<file path="src/rtl/instr_fetch.sv">
// instr_fetch: Thumb-style fetch stage with prefetch FIFO and branch redirect
// Ports:
//   CLK, RST                      clock, synchronous active-high reset
//   IMEM_REQ/ADDR/ACK             halfword request handshake to instruction memory
//   IMEM_RVALID/RDATA             in-order responses, no backpressure
//   REDIRECT/REDIRECT_PC          taken branch / BX from downstream
//   IF_VALID/IF_INSTR/IF_PC       FIFO head toward decode, OPCODE = IF_INSTR[15:6]
//   ID_READY                      decode accepts the head this cycle
module instr_fetch #(
    parameter int                   PC_WIDTH        = 32,
    parameter logic [PC_WIDTH-1:0]  RESET_PC        = '0,
    parameter int                   FIFO_DEPTH      = 2,
    parameter int                   MAX_OUTSTANDING = 2
) (
    input  logic                CLK,
    input  logic                RST,
    output logic                IMEM_REQ,
    output logic [PC_WIDTH-1:0] IMEM_ADDR,
    input  logic                IMEM_ACK,
    input  logic                IMEM_RVALID,
    input  logic [15:0]         IMEM_RDATA,
    input  logic                REDIRECT,
    input  logic [PC_WIDTH-1:0] REDIRECT_PC,
    output logic                IF_VALID,
    output logic [15:0]         IF_INSTR,
    output logic [9:0]          OPCODE,
    output logic [PC_WIDTH-1:0] IF_PC,
    input  logic                ID_READY
);
    localparam int AW = $clog2(FIFO_DEPTH);
    localparam int CW = $clog2(FIFO_DEPTH + 1);
    localparam int OW = $clog2(MAX_OUTSTANDING + 1);

    logic [PC_WIDTH-1:0] fpc, rpc, target;
    logic [OW-1:0]       outstanding, drop_cnt;
    logic [CW-1:0]       count;
    logic [AW-1:0]       wptr, rptr;
    logic [15:0]         instr_mem [FIFO_DEPTH];
    logic [PC_WIDTH-1:0] pc_mem    [FIFO_DEPTH];
    logic                accept, resp, keep, pop;

    always_comb begin
        // a response with nothing outstanding is a protocol error and is ignored
        resp      = IMEM_RVALID && (outstanding != '0);
        // credit counts every kept in-flight response as an occupied slot
        IMEM_REQ  = !RST && !REDIRECT && (int'(outstanding) < MAX_OUTSTANDING) &&
                    (int'(outstanding) - int'(drop_cnt) + int'(count) < FIFO_DEPTH);
        IMEM_ADDR = RST ? RESET_PC : fpc;
        accept    = IMEM_REQ && IMEM_ACK;
        keep      = resp && (drop_cnt == '0) && !REDIRECT;
        IF_VALID  = !RST && !REDIRECT && (count != '0);
        pop       = IF_VALID && ID_READY;
        IF_INSTR  = instr_mem[rptr];
        OPCODE    = instr_mem[rptr][15:6];
        IF_PC     = pc_mem[rptr];
        target    = REDIRECT_PC & ~PC_WIDTH'(1);
    end

    always_ff @(posedge CLK) begin
        if (RST) begin
            fpc         <= RESET_PC;
            rpc         <= RESET_PC;
            outstanding <= '0;
            drop_cnt    <= '0;
            count       <= '0;
            wptr        <= '0;
            rptr        <= '0;
        end else begin
            outstanding <= outstanding + OW'(accept) - OW'(resp);
            if (REDIRECT) begin
                // everything still in flight, minus this cycle's response, is stale
                fpc      <= target;
                rpc      <= target;
                drop_cnt <= outstanding - OW'(resp);
                count    <= '0;
                wptr     <= '0;
                rptr     <= '0;
            end else begin
                if (accept) fpc <= fpc + PC_WIDTH'(2);
                if (resp && drop_cnt != '0) drop_cnt <= drop_cnt - OW'(1);
                if (keep) begin
                    rpc  <= rpc + PC_WIDTH'(2);
                    wptr <= wptr + AW'(1);
                end
                if (pop) rptr <= rptr + AW'(1);
                count <= count + CW'(keep) - CW'(pop);
            end
        end
    end

    // write slot is the tail; when full with a pop, it is the slot being vacated
    always_ff @(posedge CLK) begin
        if (keep) begin
            instr_mem[wptr] <= IMEM_RDATA;
            pc_mem[wptr]    <= rpc;
        end
    end
endmodule

</file>
<file path="config.mk">
export PLATFORM = sky130hd
export DESIGN_NAME = instr_fetch
export DESIGN_NICKNAME = d
export VERILOG_FILES = /design/src/rtl/instr_fetch.sv
export SDC_FILE = /design/constraint.sdc
export NUM_CORES = 1
export LEC_CHECK = 0
export CAP_MARGIN = 30
export CORE_MARGIN = 2
export CORE_UTILIZATION = 55
export CTS_CLUSTER_DIAMETER = 30
export DETAILED_ROUTE_END_ITERATION = 16
export DONT_BUFFER_PORTS = 1
export MAX_ROUTING_LAYER = met4
export PLACE_DENSITY_LB_ADDON = 0.15
export SYNTH_ARGS = -nofsm -noshare
export SYNTH_HDL_FRONTEND = slang
export SYNTH_SLANG_ARGS = --single-unit
export TNS_END_PERCENT = 5
</file>
<file path="constraint.sdc">
create_clock -name CLK -period 7.11 [get_ports CLK]
set_clock_uncertainty 0.2 [all_clocks]
set_input_delay 2.133 -clock CLK [delete_from_list [all_inputs] [get_ports CLK]]
set_output_delay 2.133 -clock CLK [all_outputs]
set_load 0.1 [all_outputs]
</file>
==> summary.md <==
| Metric | Value |
|---|---|
| Critical-path top delay cell | `nor3_4` |
| Hold WC Path Type | `register to register` |
| Die X | `122.0 µm` |
| Average wire per cell in the routed design | `18.32 µm` |
| Status | `complete, no violations` |
| DR iter-0 viols | `367` |
| Synth async-reset ratio | `0` |
| Slew headroom | `0.2997` |
| Synth Cell Area | `7652 µm²` |
| Most frequent cell after synthesis | `edfxtp_1` |
| Port buffer count | `0` |
| Post-synth EDFFs | `94` |
| Finish-stage setup viols | `0` |
| Crit path DAT | `3430 ps` |
| Antenna cells | `0` |
| FF+latch area | `4245 µm²` |
| Detail Route Antenna Nets | `0` |
| Critical path class | `register to primary output` |
| H-Tree Level Count | `4` |
| Post-Synthesis Cells | `689` |
| Total Nets Final | `765` |
| Max VDD drop | `0.1624 mV` |
| Max clock buf depth | `2` |
| Max incr delay on CP | `810 ps` |
| I/O pin cnt | `146` |
| P&R area growth vs syn | `15.94%` |
| Synth top area share | `0.3689` |
| Dpl hpwl | `11.12 mm` |
| Fill count | `1067` |
| Leakage | `0.002945 µW` |
| CP top delay family | `simple AND/OR/NAND/NOR gates` |
| Core area | `13720 µm²` |
| Most frequent cells after synthesis | `edfxtp_1, dfxtp_1, nor2_1` |
| RePlAce Congestion | `0.9368` |
| CP Launch Type | `register` |
| Syn Area/Cell | `11.11 µm²` |
| Die height | `122.0 µm` |
| RSZ-0062 raised after global routing | `false` |
| Hold_buf cts | `0` |
| WP buf/inv | `2` |
| DR pass1 iterations | `5` |
| Number of synthesized register bits | `165` |
| Clk Latency, worst-skew pair | `420 ps` |
| Cell variety after synth | `59` |
| Clk slew on worst S/H paths | `70 ps` |
| Ys flop type | `edfxtp_1` |
| Fin crit share | `0.8099` |
| Placed insts | `859` |
| Vias in the first global route | `5086` |
| DRC | `0` |
| Tmin final | `5758 ps` |
| Worst-Margin Slew | `1041 ps` |
| CP max FO | `7` |
| Overall power | `2670 µW` |
| Largest cells by area after synthesis | `edfxtp_1, dfxtp_1, mux2_2` |
| Largest net degree at the start of global routing | `97` |
| Area of the die | `14870 µm²` |
| Max cap viols | `0` |
| CP required | `4780 ps` |
| P per Cell Area | `301.0 nW/µm²` |
| Starting density of the core | `0.5578` |
| Routed WL | `16.35 mm` |
| Worst Setup End Kind | `primary output` |
| Final Slew Violations | `0` |
| Final hold vios | `0` |
| Via density | `5.955` |
| CTS Root Cell | `clkbuf_16` |
| Total CTS buffers | `17` |
| Tot GR Track Use | `0.2341` |
| Fmax | `173.7 MHz` |
| Core Util, Final | `0.6467` |
| Clock Sinks | `165` |
| Area occupied by multi-input gates | `3157 µm²` |
| Vias after detailed routing | `5312` |
| CP cell instances | `inv_1 > ha_1 > inv_1 > fa_1 > ha_1 > and3b_1 > o32a_1 > nor3_4` |
| Post-CTS Setup Bufs | `0` |
| Wire length of the first global-routing pass | `26.12 mm` |
| Share of cells above drive strength 1 | `0.2303` |
| Setup_tns | `0 ps` |
| Yosys top cell by area | `edfxtp_1` |
| Initial antenna violation count | `0` |
| Yosys warnings | `0` |
| Fin cells | `892` |
| CTS tree | `done` |
| Grt total ovfl | `0` |
| Post-CTS Resized | `0` |
| Row count | `43` |
| Sequential cell area fraction in the yosys report | `0.5546` |
-- report_power, final --
part	switching, µW	total [µW]	internal, µW
logic	488	636	148
registers	57.5	1140	1080
clock network	400	897	497
-- metrics by stage --
step | area (µm²) | worst slack (ps) | hold WS, ps
2_1_floorplan | 7661 | 437.6 | 248.3
3_3_place_gp | 7774 | 1408 | 279.2
3_5_place_dp | 8279 | 1414 | 291.8
4_1_cts | 8867 | 1327 | 308.5
5_1_grt | 8872 | 1146 | 327.1
6_report | 8872 | 1352 | 306.9
-- registers in the layout (all words and copies together), names as in the netlist, named ones only --
| register | flops |
|---|---|
| instr_mem | 32 |
| fpc | 31 |
| wptr | 1 |
| pc_mem | 62 |
| rpc | 31 |
| outstanding | 2 |
| rptr | 1 |
| count | 2 |
| drop_cnt | 2 |
-- final cells by class --
class	instances	area share
clock inverter	15	0.01833
sequential	165	0.4785
timing repair buffer	38	0.06177
multi-input combinational	448	0.3558
clock buffer	17	0.04795
inverter	29	0.01227
tap	180	0.02538
-- layout by cell type (no fill, tap or decap), types with 3 or more instances in the layout --
| cell | instances |
|---|---|
| a211oi_1 | 16 |
| a21boi_0 | 6 |
| a21o_1 | 7 |
| a21oi_1 | 19 |
| a31oi_1 | 23 |
| buf_4 | 5 |
| buf_8 | 30 |
| clkbuf_16 | 17 |
| clkinv_4 | 4 |
| dfxtp_1 | 70 |
| edfxtp_1 | 94 |
| ha_1 | 10 |
| inv_1 | 28 |
| inv_6 | 5 |
| mux2_2 | 47 |
| nand2_1 | 47 |
| nand3_1 | 20 |
| nand4_1 | 18 |
| nor2_1 | 41 |
| nor2_2 | 8 |
| nor2b_1 | 3 |
| nor2b_2 | 24 |
| nor3_1 | 19 |
| nor4_1 | 8 |
| o211ai_1 | 14 |
| o21ai_0 | 9 |
| o2bb2ai_1 | 3 |
| o311ai_0 | 4 |
| o32a_1 | 3 |
| or2_2 | 3 |
| or3_1 | 15 |
| or4_1 | 8 |
| xnor2_1 | 23 |
| xor2_1 | 12 |
-- final timing paths --
| path | start | cells after the start | to | slack (ps) |
|---|---|---|---|---|
| max | outstanding[0] | 8 | IMEM_REQ | 1350 |
| min | rpc[19] | 0 | pc_mem[1][19] | 310 |
| max reg2reg | outstanding[0] | 15 | outstanding[1] | 3050 |
| min reg2reg | rpc[19] | 0 | pc_mem[1][19] | 310 |
-- cells by family after synthesis --
group / synth area share
buffers and inverters: 0.04611
and+or+nand+nor: 0.1550
adders and majority gates: 0.02158
muxes: 0.06916
DFF: 0.5546
AOI/OAI and AO/OA: 0.1130
other: 0.0004900
xor gates and xnor gates: 0.04006
-- metal layers --
metal | global-route usage | share of wire | up-vias
met1 | 0.3137 | 0.44 | 2509
li1 | - | - | 2554
met3 | 0.07022 | 0.087 | 21
met4 | 0.07399 | 0.016 | 0
met2 | 0.3436 | 0.45 | 228
met5 | - | 0 | -
Power figures use the tool's default switching activity.
